<file path="src/rtl/crono_valor_cuenta_if.sv">
// Handshake bundle between the chronometer field selector/controls and the
// chronometer value/countdown block.
interface crono_valor_cuenta_if;
    logic       sw_crono;
    logic       a_cr_hora;
    logic       a_cr_min;
    logic       a_cr_seg;
    logic       inc;
    logic       dec;
    logic       start;
    logic       stop;
    logic       tick_1hz;
    logic [7:0] hh_bcd;
    logic [7:0] mm_bcd;
    logic [7:0] ss_bcd;
    logic       running;
    logic       done;
    logic       done_pulse;

    modport master (
        output sw_crono, a_cr_hora, a_cr_min, a_cr_seg, inc, dec, start, stop, tick_1hz,
        input  hh_bcd, mm_bcd, ss_bcd, running, done, done_pulse
    );

    modport slave (
        input  sw_crono, a_cr_hora, a_cr_min, a_cr_seg, inc, dec, start, stop, tick_1hz,
        output hh_bcd, mm_bcd, ss_bcd, running, done, done_pulse
    );
endinterface

</file>
<file path="src/rtl/crono_valor_cuenta.sv">
// Chronometer preset hh:mm:ss held in BCD, adjustable in IDLE and counted down once per
// second in RUN, with a level alarm and a one-cycle alarm pulse at 00:00:00.
module crono_valor_cuenta #(
    parameter int unsigned HOUR_MAX   = 23,
    parameter int unsigned MINSEC_MAX = 59
) (
    input logic                  clk,
    input logic                  rst,
    crono_valor_cuenta_if.slave  bus
);

    localparam logic [7:0] HourMaxBcd   = {4'(HOUR_MAX / 10), 4'(HOUR_MAX % 10)};
    localparam logic [7:0] MinsecMaxBcd = {4'(MINSEC_MAX / 10), 4'(MINSEC_MAX % 10)};

    typedef enum logic [1:0] {StIdle, StRun, StPause, StDone} state_e;

    state_e     state_q;
    logic [7:0] hh_q, mm_q, ss_q;
    logic       running_q, done_q, done_pulse_q;

    logic [7:0] hh_dn, mm_dn, ss_dn;
    logic       val_zero, dn_zero;
    logic       adj;

    function automatic logic [7:0] bcd_inc(input logic [7:0] v, input logic [7:0] max);
        if (v == max)              return 8'h00;
        else if (v[3:0] == 4'd9)   return {v[7:4] + 4'd1, 4'd0};
        else                       return {v[7:4], v[3:0] + 4'd1};
    endfunction

    function automatic logic [7:0] bcd_dec(input logic [7:0] v, input logic [7:0] max);
        if (v == 8'h00)            return max;
        else if (v[3:0] == 4'd0)   return {v[7:4] - 4'd1, 4'd9};
        else                       return {v[7:4], v[3:0] - 4'd1};
    endfunction

    // One-second-earlier value; borrows ripple only through fields that are 00.
    always_comb begin
        ss_dn = bcd_dec(ss_q, MinsecMaxBcd);
        mm_dn = mm_q;
        hh_dn = hh_q;
        if (ss_q == 8'h00) begin
            mm_dn = bcd_dec(mm_q, MinsecMaxBcd);
            if (mm_q == 8'h00) hh_dn = bcd_dec(hh_q, HourMaxBcd);
        end
        val_zero = ({hh_q, mm_q, ss_q} == 24'h0);
        dn_zero  = ({hh_dn, mm_dn, ss_dn} == 24'h0);
        adj      = bus.sw_crono & (bus.inc ^ bus.dec);
    end

    always_ff @(posedge clk) begin
        if (rst) begin
            state_q      <= StIdle;
            hh_q         <= 8'h00;
            mm_q         <= 8'h00;
            ss_q         <= 8'h00;
            running_q    <= 1'b0;
            done_q       <= 1'b0;
            done_pulse_q <= 1'b0;
        end else begin
            done_pulse_q <= 1'b0;
            unique case (state_q)
                StIdle: begin
                    if (bus.start && !bus.stop && !bus.sw_crono && !val_zero) begin
                        state_q   <= StRun;
                        running_q <= 1'b1;
                    end else if (adj) begin
                        if (bus.a_cr_hora) begin
                            hh_q <= bus.inc ? bcd_inc(hh_q, HourMaxBcd) : bcd_dec(hh_q, HourMaxBcd);
                        end else if (bus.a_cr_min) begin
                            mm_q <= bus.inc ? bcd_inc(mm_q, MinsecMaxBcd)
                                            : bcd_dec(mm_q, MinsecMaxBcd);
                        end else if (bus.a_cr_seg) begin
                            ss_q <= bus.inc ? bcd_inc(ss_q, MinsecMaxBcd)
                                            : bcd_dec(ss_q, MinsecMaxBcd);
                        end
                    end
                end
                StRun: begin
                    if (bus.stop) begin
                        state_q   <= StPause;
                        running_q <= 1'b0;
                    end else if (bus.tick_1hz) begin
                        hh_q <= hh_dn;
                        mm_q <= mm_dn;
                        ss_q <= ss_dn;
                        if (dn_zero) begin
                            state_q      <= StDone;
                            running_q    <= 1'b0;
                            done_q       <= 1'b1;
                            done_pulse_q <= 1'b1;
                        end
                    end
                end
                StPause: begin
                    if (bus.stop) begin
                        state_q <= StIdle;
                    end else if (bus.start) begin
                        state_q   <= StRun;
                        running_q <= 1'b1;
                    end
                end
                StDone: begin
                    if (bus.start || bus.stop) begin
                        state_q <= StIdle;
                        done_q  <= 1'b0;
                    end
                end
                default: begin
                    state_q   <= StIdle;
                    running_q <= 1'b0;
                    done_q    <= 1'b0;
                end
            endcase
        end
    end

    assign bus.hh_bcd     = hh_q;
    assign bus.mm_bcd     = mm_q;
    assign bus.ss_bcd     = ss_q;
    assign bus.running    = running_q;
    assign bus.done       = done_q;
    assign bus.done_pulse = done_pulse_q;

endmodule
</file>
<file path="src/flat_wrapper.sv">
// flat-port wrapper written by rule: the top's interface ports become plain ports
module crono_valor_cuenta_flat 
#(
    parameter int unsigned HOUR_MAX   = 23,
    parameter int unsigned MINSEC_MAX = 59
)
  (clk, rst, bus_sw_crono, bus_a_cr_hora, bus_a_cr_min, bus_a_cr_seg, bus_inc, bus_dec, bus_start, bus_stop, bus_tick_1hz, bus_hh_bcd, bus_mm_bcd, bus_ss_bcd, bus_running, bus_done, bus_done_pulse);
  crono_valor_cuenta_if bus_i ();
  input logic clk;
  input logic rst;
  input wire logic [$bits(bus_i.sw_crono)-1:0] bus_sw_crono;
  input wire logic [$bits(bus_i.a_cr_hora)-1:0] bus_a_cr_hora;
  input wire logic [$bits(bus_i.a_cr_min)-1:0] bus_a_cr_min;
  input wire logic [$bits(bus_i.a_cr_seg)-1:0] bus_a_cr_seg;
  input wire logic [$bits(bus_i.inc)-1:0] bus_inc;
  input wire logic [$bits(bus_i.dec)-1:0] bus_dec;
  input wire logic [$bits(bus_i.start)-1:0] bus_start;
  input wire logic [$bits(bus_i.stop)-1:0] bus_stop;
  input wire logic [$bits(bus_i.tick_1hz)-1:0] bus_tick_1hz;
  output wire logic [$bits(bus_i.hh_bcd)-1:0] bus_hh_bcd;
  output wire logic [$bits(bus_i.mm_bcd)-1:0] bus_mm_bcd;
  output wire logic [$bits(bus_i.ss_bcd)-1:0] bus_ss_bcd;
  output wire logic [$bits(bus_i.running)-1:0] bus_running;
  output wire logic [$bits(bus_i.done)-1:0] bus_done;
  output wire logic [$bits(bus_i.done_pulse)-1:0] bus_done_pulse;
  assign bus_i.sw_crono = bus_sw_crono;
  assign bus_i.a_cr_hora = bus_a_cr_hora;
  assign bus_i.a_cr_min = bus_a_cr_min;
  assign bus_i.a_cr_seg = bus_a_cr_seg;
  assign bus_i.inc = bus_inc;
  assign bus_i.dec = bus_dec;
  assign bus_i.start = bus_start;
  assign bus_i.stop = bus_stop;
  assign bus_i.tick_1hz = bus_tick_1hz;
  assign bus_hh_bcd = bus_i.hh_bcd;
  assign bus_mm_bcd = bus_i.mm_bcd;
  assign bus_ss_bcd = bus_i.ss_bcd;
  assign bus_running = bus_i.running;
  assign bus_done = bus_i.done;
  assign bus_done_pulse = bus_i.done_pulse;
  crono_valor_cuenta #(.HOUR_MAX(HOUR_MAX), .MINSEC_MAX(MINSEC_MAX)) u_core (.clk(clk), .rst(rst), .bus(bus_i));
endmodule
</file>
<file path="config.mk">
export PLATFORM = sky130hd
export DESIGN_NAME = crono_valor_cuenta_flat
export DESIGN_NICKNAME = d
export VERILOG_FILES = /design/src/rtl/crono_valor_cuenta_if.sv /design/src/rtl/crono_valor_cuenta.sv /design/src/flat_wrapper.sv
export SDC_FILE = /design/constraint.sdc
export NUM_CORES = 1
export LEC_CHECK = 0
export ABC_AREA = 1
export ABC_CLOCK_PERIOD_IN_PS = 2500
export BUFFER_PORTS_ARGS = -buffer_cell sky130_fd_sc_hd__buf_2
export CORE_MARGIN = 2
export CORE_UTILIZATION = 40
export CTS_CLUSTER_SIZE = 20
export DETAILED_ROUTE_END_ITERATION = 8
export MAX_ROUTING_LAYER = met4
export PLACE_DENSITY_LB_ADDON = 0.2
export SYNTH_ARGS = -nofsm -noshare
export SYNTH_HDL_FRONTEND = slang
export SYNTH_SLANG_ARGS = --single-unit
</file>
<file path="constraint.sdc">
create_clock -name clk -period 2.5 [get_ports clk]
set_input_delay 0.375 -clock clk [delete_from_list [all_inputs] [get_ports clk]]
set_output_delay 0.375 -clock clk [all_outputs]
set_load 0.05 [all_outputs]
</file>
## Word-level counts from Yosys, hierarchy flattened

Index checks and enable logic that the tools add are counted.

- Register bits: 29
- Output and inout bits: 27
- Bits of input ports: 11
- Logic and storage cells: 144

- Muxes and demuxes: 60
- Add/sub/neg operators: 12
- Bitwise logic cells: 4
- Reduce and logical (&&, ||, !) cells: 29
- Eq/ne operators: 29

Operator list:

| operator | count |
|---|---|
| $mux W8 | 36 |
| $logic_not A24 Y1 | 2 |
| $pmux W8 S2 | 3 |
| $add A4 B1 Y4 const B | 6 |
| $logic_not A8 Y1 | 3 |
| $sub A4 B1 Y4 const B | 6 |
| $ne A2 B2 Y1 const B | 10 |
| $eq A8 B7 Y1 const B | 2 |
| $reduce_and A8 Y1 | 2 |
| $mux W2 | 7 |
| $reduce_and A7 Y1 | 2 |
| $eq A4 B4 Y1 const B | 3 |
| $logic_not A4 Y1 | 3 |
| $ne A4 B2 Y1 const B | 3 |
| $reduce_and A6 Y1 | 2 |
| $mux W1 | 11 |
| $reduce_and A5 Y1 | 2 |
| $reduce_and A9 Y1 | 1 |
| $eq A8 B6 Y1 const B | 1 |
| $ne A2 B1 Y1 const B | 4 |
| $pmux W2 S4 | 1 |
| $ne A3 B3 Y1 const B | 2 |
| $eq A2 B2 Y1 const B | 2 |
| $reduce_bool A2 Y1 | 2 |
| other kinds (13) | 18 |

## Logic depth before layout (Yosys ltp)

Gate-level depths: netlist (run 1).

- Depth in word-level cells: 10
- Gate-level depth with buffers: 18
- Depth with buffers taken out: 18

## Worst setup path before layout (run 1)

No wires, ideal clock.

- Kind: reg-to-reg
- From: reg u_core.ss_q[0], in the netlist u_core.bus.ss_bcd[0]
- To: reg u_core.state_q[0]
- Arrival time: 2.264 ns
- Period minus slack after synthesis: 2.376 ns
- Cell stages (with the launch flop): 18
- Buffers on the path: 1
- Setup slack: 0.124 ns
- Setup time: 0.112 ns
- Cells stage by stage: dfxtp_1 inv_1 ha_1 nand2_2 nor2_4 nand2_4 buf_6 nand2_1 nand2_1 nand2_1 nor2_1 nand2_1 nor2_1 nand3_1 nand2_1 nand2_2 o21ai_2 inv_1

- Longest elaborated chain between the ends: 6

Ends and longest elaborated chain:

| element | line | text |
|---|---|---|
| from (decl) | crono_valor_cuenta.sv:18 | `logic [7:0] hh_q, mm_q, ss_q;` |
| from (signal assigned) | crono_valor_cuenta.sv:74 | `ss_q <= bus.inc ? bcd_inc(ss_q, MinsecMaxBcd)` |
| from (signal assigned) | crono_valor_cuenta.sv:86 | `ss_q <= ss_dn;` |
| $sub A4 B1 Y4 or $logic_not A4 Y1 (tied branches) | crono_valor_cuenta.sv:34, crono_valor_cuenta.sv:33 |  |
| $mux W8 (2 in series) | -- |  |
| $logic_not A24 Y1 | crono_valor_cuenta.sv:47 | `dn_zero = ({hh_dn, mm_dn, ss_dn} == 24'h0);` |
| $ne A3 B2 Y1 (no source line) | -- |  |
| $reduce_and A5 Y1 (no source line) (*) | -- |  |
| to (signal assigned) | crono_valor_cuenta.sv:53 | `state_q <= StIdle;` |
| to (signal assigned) | crono_valor_cuenta.sv:65 | `state_q <= StRun;` |
| to (signal assigned) | crono_valor_cuenta.sv:81 | `state_q <= StPause;` |
| to (decl) | crono_valor_cuenta.sv:17 | `state_e state_q;` |

Every way passes the cells marked *; elsewhere a longest branch is shown, timed or not.
A chain may end at the register's enable or synchronous reset.

## Worst setup path after layout (run 1)

- From: reg u_core.mm_q[5], in the netlist u_core.bus.mm_bcd[5]
- To: reg u_core.state_q[0]

- Longest elaborated chain between the ends: 7

Ends and longest elaborated chain:

| element | line | text |
|---|---|---|
| from (decl) | crono_valor_cuenta.sv:18 |  |
| from (signal assigned) | crono_valor_cuenta.sv:71 | `mm_q <= bus.inc ? bcd_inc(mm_q, MinsecMaxBcd)` |
| from (signal assigned) | crono_valor_cuenta.sv:85 | `mm_q <= mm_dn;` |
| $sub A4 B1 Y4 | crono_valor_cuenta.sv:33 | `else if (v[3:0] == 4'd0) return {v[7:4] - 4'd1, 4'd9};` |
| $mux W8 (2 in series) | -- |  |
| $mux W8 | crono_valor_cuenta.sv:42 | `if (ss_q == 8'h00) begin` |
| $logic_not A24 Y1 | crono_valor_cuenta.sv:47 |  |
| $ne A3 B2 Y1 (no source line) | -- |  |
| $reduce_and A5 Y1 (no source line) (*) | -- |  |

Marks and branches as above.

==> results.txt, run 1 <==
DR vias/cell: 5.419
gpl congestion: 0.9939
# diodes: 0
Post-Syn Nets: 505
total number of vias: 3387
Total GRT Usage: 22.91%
crit path kind: flip-flop to flip-flop
die width: 89.15 um
Starting Density: 40.64%
Die Area: 7948 um^2
largest net degree at the start of global routing: 19
Final Cycle Share: 91.32%
CTS tree: built
CTS sink count: 29
Die Y: 89.15 um
Clk Latency, worst-skew pair: 0.30 ns
# nets final: 552
Slew HR: 57.75%
CP max FO: 7
Reg clk slew, reported paths: 0.07 ns
num rows: 31
Startpoint Class: flip-flop
wire per inst: 13.96 um
share of cells above drive strength 1: 18.82%
reg2reg path depth: 15
drt pass-1 iters: 5
Arr. time, crit path: 2.48 ns
Mean Syn Cell Area: 6.068 um^2
worst slew pin tran: 0.6331 ns
I/O Pins: 38
Post-Route WL: 8.728 mm
Max Slew Vio Count: 0
CTS Root Cell: clkbuf_8
Final HPWL DP: 6.475 mm
Congestion Overflow GR: 0
Clock Path Buffers: 2
Layout area overhead: 17.00%
fmax: 438.0 MHz
port bufs: 37
Sum Neg Setup Slack: 0 ns
H-tree Lvls: 2
Core Footprint: 7137 um^2
Setup Skew: 0.006473 ns
Yosys cell types: 40
R2R Setup Slk: 0.22 ns
Worst EP required: 2.69 ns
Setup Viol. Count Final: 0
initial drt markers: 260
Syn Std Cell Area: 2900 um^2
Final Hold Fails: 0
Num CTS Buffers: 5
vias in the first global route: 3015
Max-Cap Viols: 0
Hold Crit Class: primary input to flip-flop
FF+latch count, synth: 29
hold path cells: 2
outcome: complete, no violations
Seq/Total Area, Yosys: 20.02%
initial antenna violation count: 0
crit end category: flip-flop
Final ANT Viol Nets: 0
DRC viols: 0
Synth Instances: 478
first-pass GRT wire length: 13.96 mm
Final min period: 2.283 ns
YS warnings: 0
RSZ-0062 raised after global routing: false
Hold-fix buffers, CTS: 0
metal layers:
metal	up-vias	track usage [%]	share of wire, %
met2	149	36.36	46
met5	-	-	0
met1	1518	30.56	46
li1	1709	-	-
met4	0	6.649	1.1
met3	11	2.862	6.9
flip-flops by register name (all words and copies together) (netlist names):
| name | cells |
|---|---|
| u_core.bus.done | 1 |
| u_core.bus.done_pulse | 1 |
| u_core.bus.hh_bcd | 8 |
| u_core.bus.mm_bcd | 8 |
| u_core.bus.running | 1 |
| u_core.bus.ss_bcd | 8 |
| u_core.state_q | 2 |
cells by family (layout without fill, tap and decap cells):
group,count (synthesis),after routing,share of synthesized area [%]
buffers and inverters,68,116,9.706
AND/OR/NAND/NOR,254,254,40.21
XOR/XNOR,7,7,2.114
adder cells (fa/ha/maj),16,16,6.902
flip-flops,29,29,20.02
AO/OA/AOI/OAI,104,104,21.05
repair_timing:
action	in CTS	in global routing
setup endpoints to repair	0	5
resized for setup	0	10
setup buffers	0	2
worst paths after layout:
check / end / startpoint
setup / recovery: u_core.state_q[0]$_SDFFE_PP0P_ / u_core.bus.mm_bcd[5]$_SDFFE_PP0P_
hold / removal: u_core.bus.done_pulse$_SDFF_PP0_ / bus_tick_1hz
setup reg to reg: u_core.state_q[0]$_SDFFE_PP0P_ / u_core.bus.mm_bcd[5]$_SDFFE_PP0P_
hold reg to reg: u_core.bus.running$_SDFFE_PP0P_ / u_core.bus.running$_SDFFE_PP0P_
cells in the mapped netlist:
cell type | instances | area, um^2
ha_1 | 16 | 200.2
nor2_2 | 2 | 12.51
o21ai_2 | 3 | 26.28
a311oi_1 | 1 | 8.760
buf_6 | 3 | 33.78
nand4_1 | 9 | 56.30
dfxtp_1 | 29 | 580.6
nor4_1 | 2 | 12.51
xor2_1 | 4 | 35.03
nor2_8 | 2 | 40.04
clkbuf_1 | 4 | 15.01
nor3_1 | 8 | 40.04
o21ai_1 | 3 | 15.01
nand3b_1 | 1 | 7.510
nand2_2 | 7 | 43.79
nand3_2 | 1 | 10.01
o31ai_1 | 2 | 15.01
a221oi_1 | 4 | 35.03
nand2_1 | 121 | 454.2
inv_2 | 8 | 30.03
nor2_4 | 3 | 33.78
o22ai_1 | 8 | 50.05
a21oi_1 | 26 | 130.1
nor3b_1 | 1 | 7.510
inv_1 | 49 | 183.9
a31oi_1 | 10 | 62.56
clkinv_1 | 1 | 3.750
a41oi_1 | 1 | 8.760
xnor2_1 | 3 | 26.28
nand3_4 | 1 | 17.52
nor2_1 | 53 | 198.9
o211ai_1 | 2 | 15.01
or2_2 | 3 | 18.77
o21ai_0 | 35 | 175.2
nand2_4 | 2 | 22.52
a211oi_1 | 7 | 52.55
nand3_1 | 38 | 190.2
a22oi_1 | 1 | 7.510
buf_2 | 3 | 15.01
o221ai_1 | 1 | 8.760
layout by cell type, fill, tap and decap left out, drive strengths merged, types with 3 or more instances in the layout:
cell type and count:
nor3 8, nand3 40, or2 3, buf 50
a31oi 10, nor2 60, o21ai 41, xnor2 3
ha 16, o22ai 8, nand2 130, inv 57
nand4 9, a21oi 26, clkbuf 5, a221oi 4
dfxtp 29, a211oi 7, xor2 4
per-stage QoR:
stage,area (um^2),hold WS (ns),setup slack (ns),util [%],instances
after floorplan,2900,0.5074,0.1237,-,478
after global placement,3228,0.4481,0.2284,45.23,615
after detailed placement,3228,0.4464,0.1631,45.23,615
after CTS,3362,0.3756,0.1465,47.11,623
after global routing,3393,0.3953,0.01105,47.55,625
final,3393,0.3789,0.2169,47.55,625
worst max-delay path, stage by stage, from the launching register on:
cell and delay [ns]:
dfxtp_1 0.42, inv_2 0.09, ha_1 0.21, nand3_1 0.16
inv_1 0.07, nand2_2 0.13, nor2_8 0.07, buf_4 0.14
o21ai_0 0.29, nand2_1 0.09, nor2_1 0.11, nand3_1 0.07
nand2_1 0.11, nand2_2 0.07, o21ai_2 0.10, inv_1 0.04
layout make-up:
| type | instances | area [um^2] |
|---|---|---|
| Inverter | 58 | 217.7 |
| Sequential cell | 29 | 581.8 |
| Timing Repair Buffer | 50 | 282.8 |
| Tap cell | 99 | 123.9 |
| Clock inverter | 3 | 65.06 |
| Fill cell | 811 | 3744 |
| Multi-Input combinational cell | 381 | 2053 |
| Clock buffer | 5 | 68.82 |
Power of run 1 is not shown: default switching activity piles up to over one toggle a cycle in this logic, so the estimate is an artifact.
==> run 2, diff against run 1 <==
- ABC_AREA: 1 -> default
==> run 2 against run 1 <==
Against the previous run: core utilization is 5.7 points higher; final cell count decreased by 5.9%; final area is 13% higher; die area up 1.1%; largest cell class unchanged; critical path depth decreased by 6; the flow now finishes with violations (setup timing); via count is essentially flat; critical path type unchanged.
==> results.txt, run 2 <==
Final min period: 2.588 ns (was 2.283 ns)
YS warnings: 0 (unchanged)
DR vias/cell: 5.764 (was 5.419)
failing checks: setup timing
Layout area overhead: 30.23% (was 17.00%)
most frequent cells in the layout: buf_4 (65), nor2_1 (40), a21oi_1 (38) (was nand2_1 (121), nor2_1 (53), inv_1 (43))
drt pass-1 iters: 5 (unchanged)
top cells by area, synth: dfxtp_1 (20%), a21oi_1 (6.8%), ha_1 (6.8%) (was dfxtp_1 (20%), nand2_1 (16%), ha_1 (6.9%))
H-tree Lvls: 2 (unchanged)
wire per inst: 15.76 um (was 13.96 um)
fmax: 386.4 MHz (was 438.0 MHz)
beginning of the critical path: u_core.bus.ss_bcd[0]$_SDFFE_PP0P_ (was u_core.bus.mm_bcd[5]$_SDFFE_PP0P_)
Hold Startpoint: bus_stop (was bus_tick_1hz)
Startpoint Class: flip-flop (unchanged)
# nets final: 515 (was 552)
Pwr Total: 1.467 mW
met3 usage: 3.931% (was 2.862%)
CTS Root Cell: clkbuf_8 (unchanged)
Max-Cap Viols: 0 (unchanged)
Worst VDD drop: 0.2486 mV
commonest non-fill, non-tap cell in the layout: buf_4 (was nand2_1)
Hold Crit Class: primary input to flip-flop (unchanged)
I/O Pins: 38 (unchanged)
CTS sink count: 29 (unchanged)
Worst path most repeated cell: or4b_4
initial antenna violation count: 0 (unchanged)
reg2reg end: u_core.bus.done$_SDFFE_PP0P_ (was u_core.state_q[0]$_SDFFE_PP0P_)
ys async rst share: 0% (unchanged)
CP peak stage delay: 0.52 ns (was 0.42 ns)
Setup Skew: 0.004085 ns (was 0.006473 ns)
Synth Instances: 406 (was 478)
reg2reg start: u_core.bus.ss_bcd[0]$_SDFFE_PP0P_ (was u_core.bus.mm_bcd[5]$_SDFFE_PP0P_)
area share of the largest cell type after synthesis: 19.79% (was 20.02%)
final non-filler cell total: 588 (was 625)
Core Footprint: 7176 um^2 (was 7137 um^2)
met2 Use GR: 38.57% (was 36.36%)
P per Cell Area: 383.8 nW/um^2
Clk Latency, worst-skew pair: 0.29 ns (was 0.30 ns)
crit path kind: flip-flop to flip-flop (unchanged)
CP delay by family, top: simple AND/OR/NAND/NOR gates (unchanged)
worst slew pin tran: 0.7041 ns (was 0.6331 ns)
Worst EP required: 2.71 ns (was 2.69 ns)
filler cell count: 707 (was 811)
total number of vias: 3389 (was 3387)
Max Slew Vio Count: 0 (unchanged)
Starting Density: 40.89% (was 40.64%)
initial drt markers: 235 (was 260)
CTS tree: built (unchanged)
Synth top cells by count: a21oi_1 (40), nor2_1 (40), nand2_1 (30), dfxtp_1 (29), o21ai_0 (29) (was nand2_1 (121), nor2_1 (53), inv_1 (49), nand3_1 (38), o21ai_0 (35))
# diodes: 0 (unchanged)
num rows: 31 (unchanged)
DRC viols: 0 (unchanged)
CP bufs+invs: 2 (was 4)
Congestion Overflow GR: 0 (unchanged)
Final HPWL DP: 6.803 mm (was 6.475 mm)
Mean Syn Cell Area: 7.227 um^2 (was 6.068 um^2)
outcome: complete, but fails checks (was complete, no violations)
largest net degree at the start of global routing: 31 (was 19)
Yosys top cell by area: dfxtp_1 (unchanged)
Final Hold Fails: 0 (unchanged)
simple-gate share of the synthesized area: 31.22% (was 40.21%)
placed cells: 577 (was 615)
M1 GR Usage: 32.30% (was 30.56%)
CP max FO: 4 (was 7)
crit end category: flip-flop (unchanged)
Synth Area in Compound Gates: 29.89% (was 21.05%)
Synth Area in Adders: 6.823% (was 6.903%)
critical path, cell by cell: inv_4 -> ha_4 -> or4b_4 -> nor4_4 -> buf_4 -> a32o_1 -> nand3_2 -> or4b_4 -> o31ai_4 (was inv_2 -> ha_1 -> nand3_1 -> inv_1 -> nand2_2 -> nor2_8 -> buf_4 -> o21ai_0 -> nand2_1 -> nor2_1 -> nand3_1 -> nand2_1 -> nand2_2 -> o21ai_2 -> inv_1)
Seq/Total Area, Yosys: 19.79% (was 20.02%)
mux contribution to synthesized area: 3.113% (was 0%)
leakage: 1.651 nW
gr busiest metal: met2 (unchanged)
R2R Setup Slk: -0.09 ns (was 0.22 ns)
Total GRT Usage: 24.92% (was 22.91%)
Clock Path Buffers: 2 (unchanged)
RSZ-0062 raised after global routing: true (was false)
vias in the first global route: 3110 (was 3015)
Slew HR: 52.86% (was 57.75%)
Die Y: 89.65 um (was 89.15 um)
combinational family with the most area after synthesis: simple AND/OR/NAND/NOR gates (unchanged)
Final ANT Viol Nets: 0 (unchanged)
die width: 89.65 um (was 89.15 um)
Yosys cell types: 67 (was 40)
gpl congestion: 0.9219 (was 0.9939)
Hold-fix buffers, CTS: 0 (unchanged)
critical path's slowest cell: or4b_4 (was dfxtp_1)
Post-Route WL: 9.266 mm (was 8.728 mm)
reg2reg path depth: 9 (was 15)
first-pass GRT wire length: 15.31 mm (was 13.96 mm)
Post-Syn Nets: 433 (was 505)
Worst Setup EP: u_core.bus.done$_SDFFE_PP0P_ (was u_core.state_q[0]$_SDFFE_PP0P_)
Die Area: 8036 um^2 (was 7948 um^2)
FF+latch count, synth: 29 (unchanged)
Reg clk slew, reported paths: 0.07 ns (about the same)
port bufs: 37 (unchanged)
Syn Std Cell Area: 2934 um^2 (was 2900 um^2)
share of cells above drive strength 1: 31.29% (was 18.82%)
number of synthesized flops with an enable pin: 0 (unchanged)
Num CTS Buffers: 5 (unchanged)
Top FF cell, synth: dfxtp_1 (unchanged)
Arr. time, crit path: 2.80 ns (was 2.48 ns)
Setup Viol. Count Final: 3 (was 0)
post-synthesis xor/xnor area fraction: 2.388% (was 2.114%)
Final Cycle Share: 103.5% (was 91.32%)
hold path cells: 2 (unchanged)
final setup margin: -0.08824 ns (was 0.2169 ns)
Critical Path Stages: 9 (was 15)
run 2: cells by family (layout without fill, tap and decap cells):
kind of cell | after synthesis | in the layout
muxes | 9 | 9
xor gates and xnor gates | 8 | 8
DFF | 29 | 29
adders and majority gates | 16 | 16
AOI/OAI and AO/OA | 134 | 134
and+or+nand+nor | 163 | 163
buffers and inverters | 47 | 130
run 2: per-layer routing:
| layer | up-vias | routed length, um |
|---|---|---|
| li1 | 1668 | - |
| met2 | 126 | 4345 |
| met3 | 30 | 511 |
| met5 | - | 0 |
| met1 | 1565 | 4110 |
| met4 | 0 | 299 |
run 2: final cells by class:
type	instances	area, um^2	area share [%]
repair buffers	102	673.1	17.62
well taps	99	123.9	3.242
multi-input cells	330	2253	58.97
flip-flops and latches	29	608.1	15.91
inverters	20	80.08	2.096
clock buffers	6	72.57	1.899
clock inverters	2	10.01	0.2620
run 2: metrics by stage:
stage | setup TNS, ns | util (%) | hold slack, ns | instance area (um^2) | setup slack [ns]
global placement | -0.06520 | 50.97 | 0.4892 | 3657 | -0.05102
global route | -0.6505 | 53.25 | 0.3907 | 3821 | -0.2200
CTS | -0.07800 | 52.48 | 0.3577 | 3766 | -0.07344
finish | -0.1810 | 53.25 | 0.3792 | 3821 | -0.08824
detailed placement | -0.3257 | 50.97 | 0.5089 | 3657 | -0.1566
floorplan | -0.5439 | - | 0.4522 | 3013 | -0.2180
run 2: how the worst min path moves through the flow:
stage                                             end  slack, ns
global placement    u_core.bus.mm_bcd[4]$_SDFFE_PP0P_       0.49
floorplan            u_core.bus.done_pulse$_SDFF_PP0_       0.45
finish               u_core.bus.done_pulse$_SDFF_PP0_       0.38
CTS                  u_core.bus.done_pulse$_SDFF_PP0_       0.36
detailed placement    u_core.bus.running$_SDFFE_PP0P_       0.51
global route         u_core.bus.done_pulse$_SDFF_PP0_       0.39
run 2: power by group:
part	total (mW)	switching (mW)	internal (mW)
sequential	0.483	0.0115	0.471
combinational	0.586	0.329	0.257
clock	0.398	0.205	0.193
run 2: worst register-to-register path, cell delays in order, from the launching register on:
cell and delay [ns]:
dfxtp_4 0.35, inv_4 0.06, ha_4 0.14, or4b_4 0.50
nor4_4 0.35, buf_4 0.18, a32o_1 0.16, nand3_2 0.08
or4b_4 0.52, o31ai_4 0.17
run 2: what timing repair did:
action | in CTS | in global routing
setup buffers | 1 | 2
resized for setup | 6 | 6
pin swaps | 4 | 3
setup endpoints to repair | 3 | 4
Note: power is estimated with default switching activity, not from simulation.
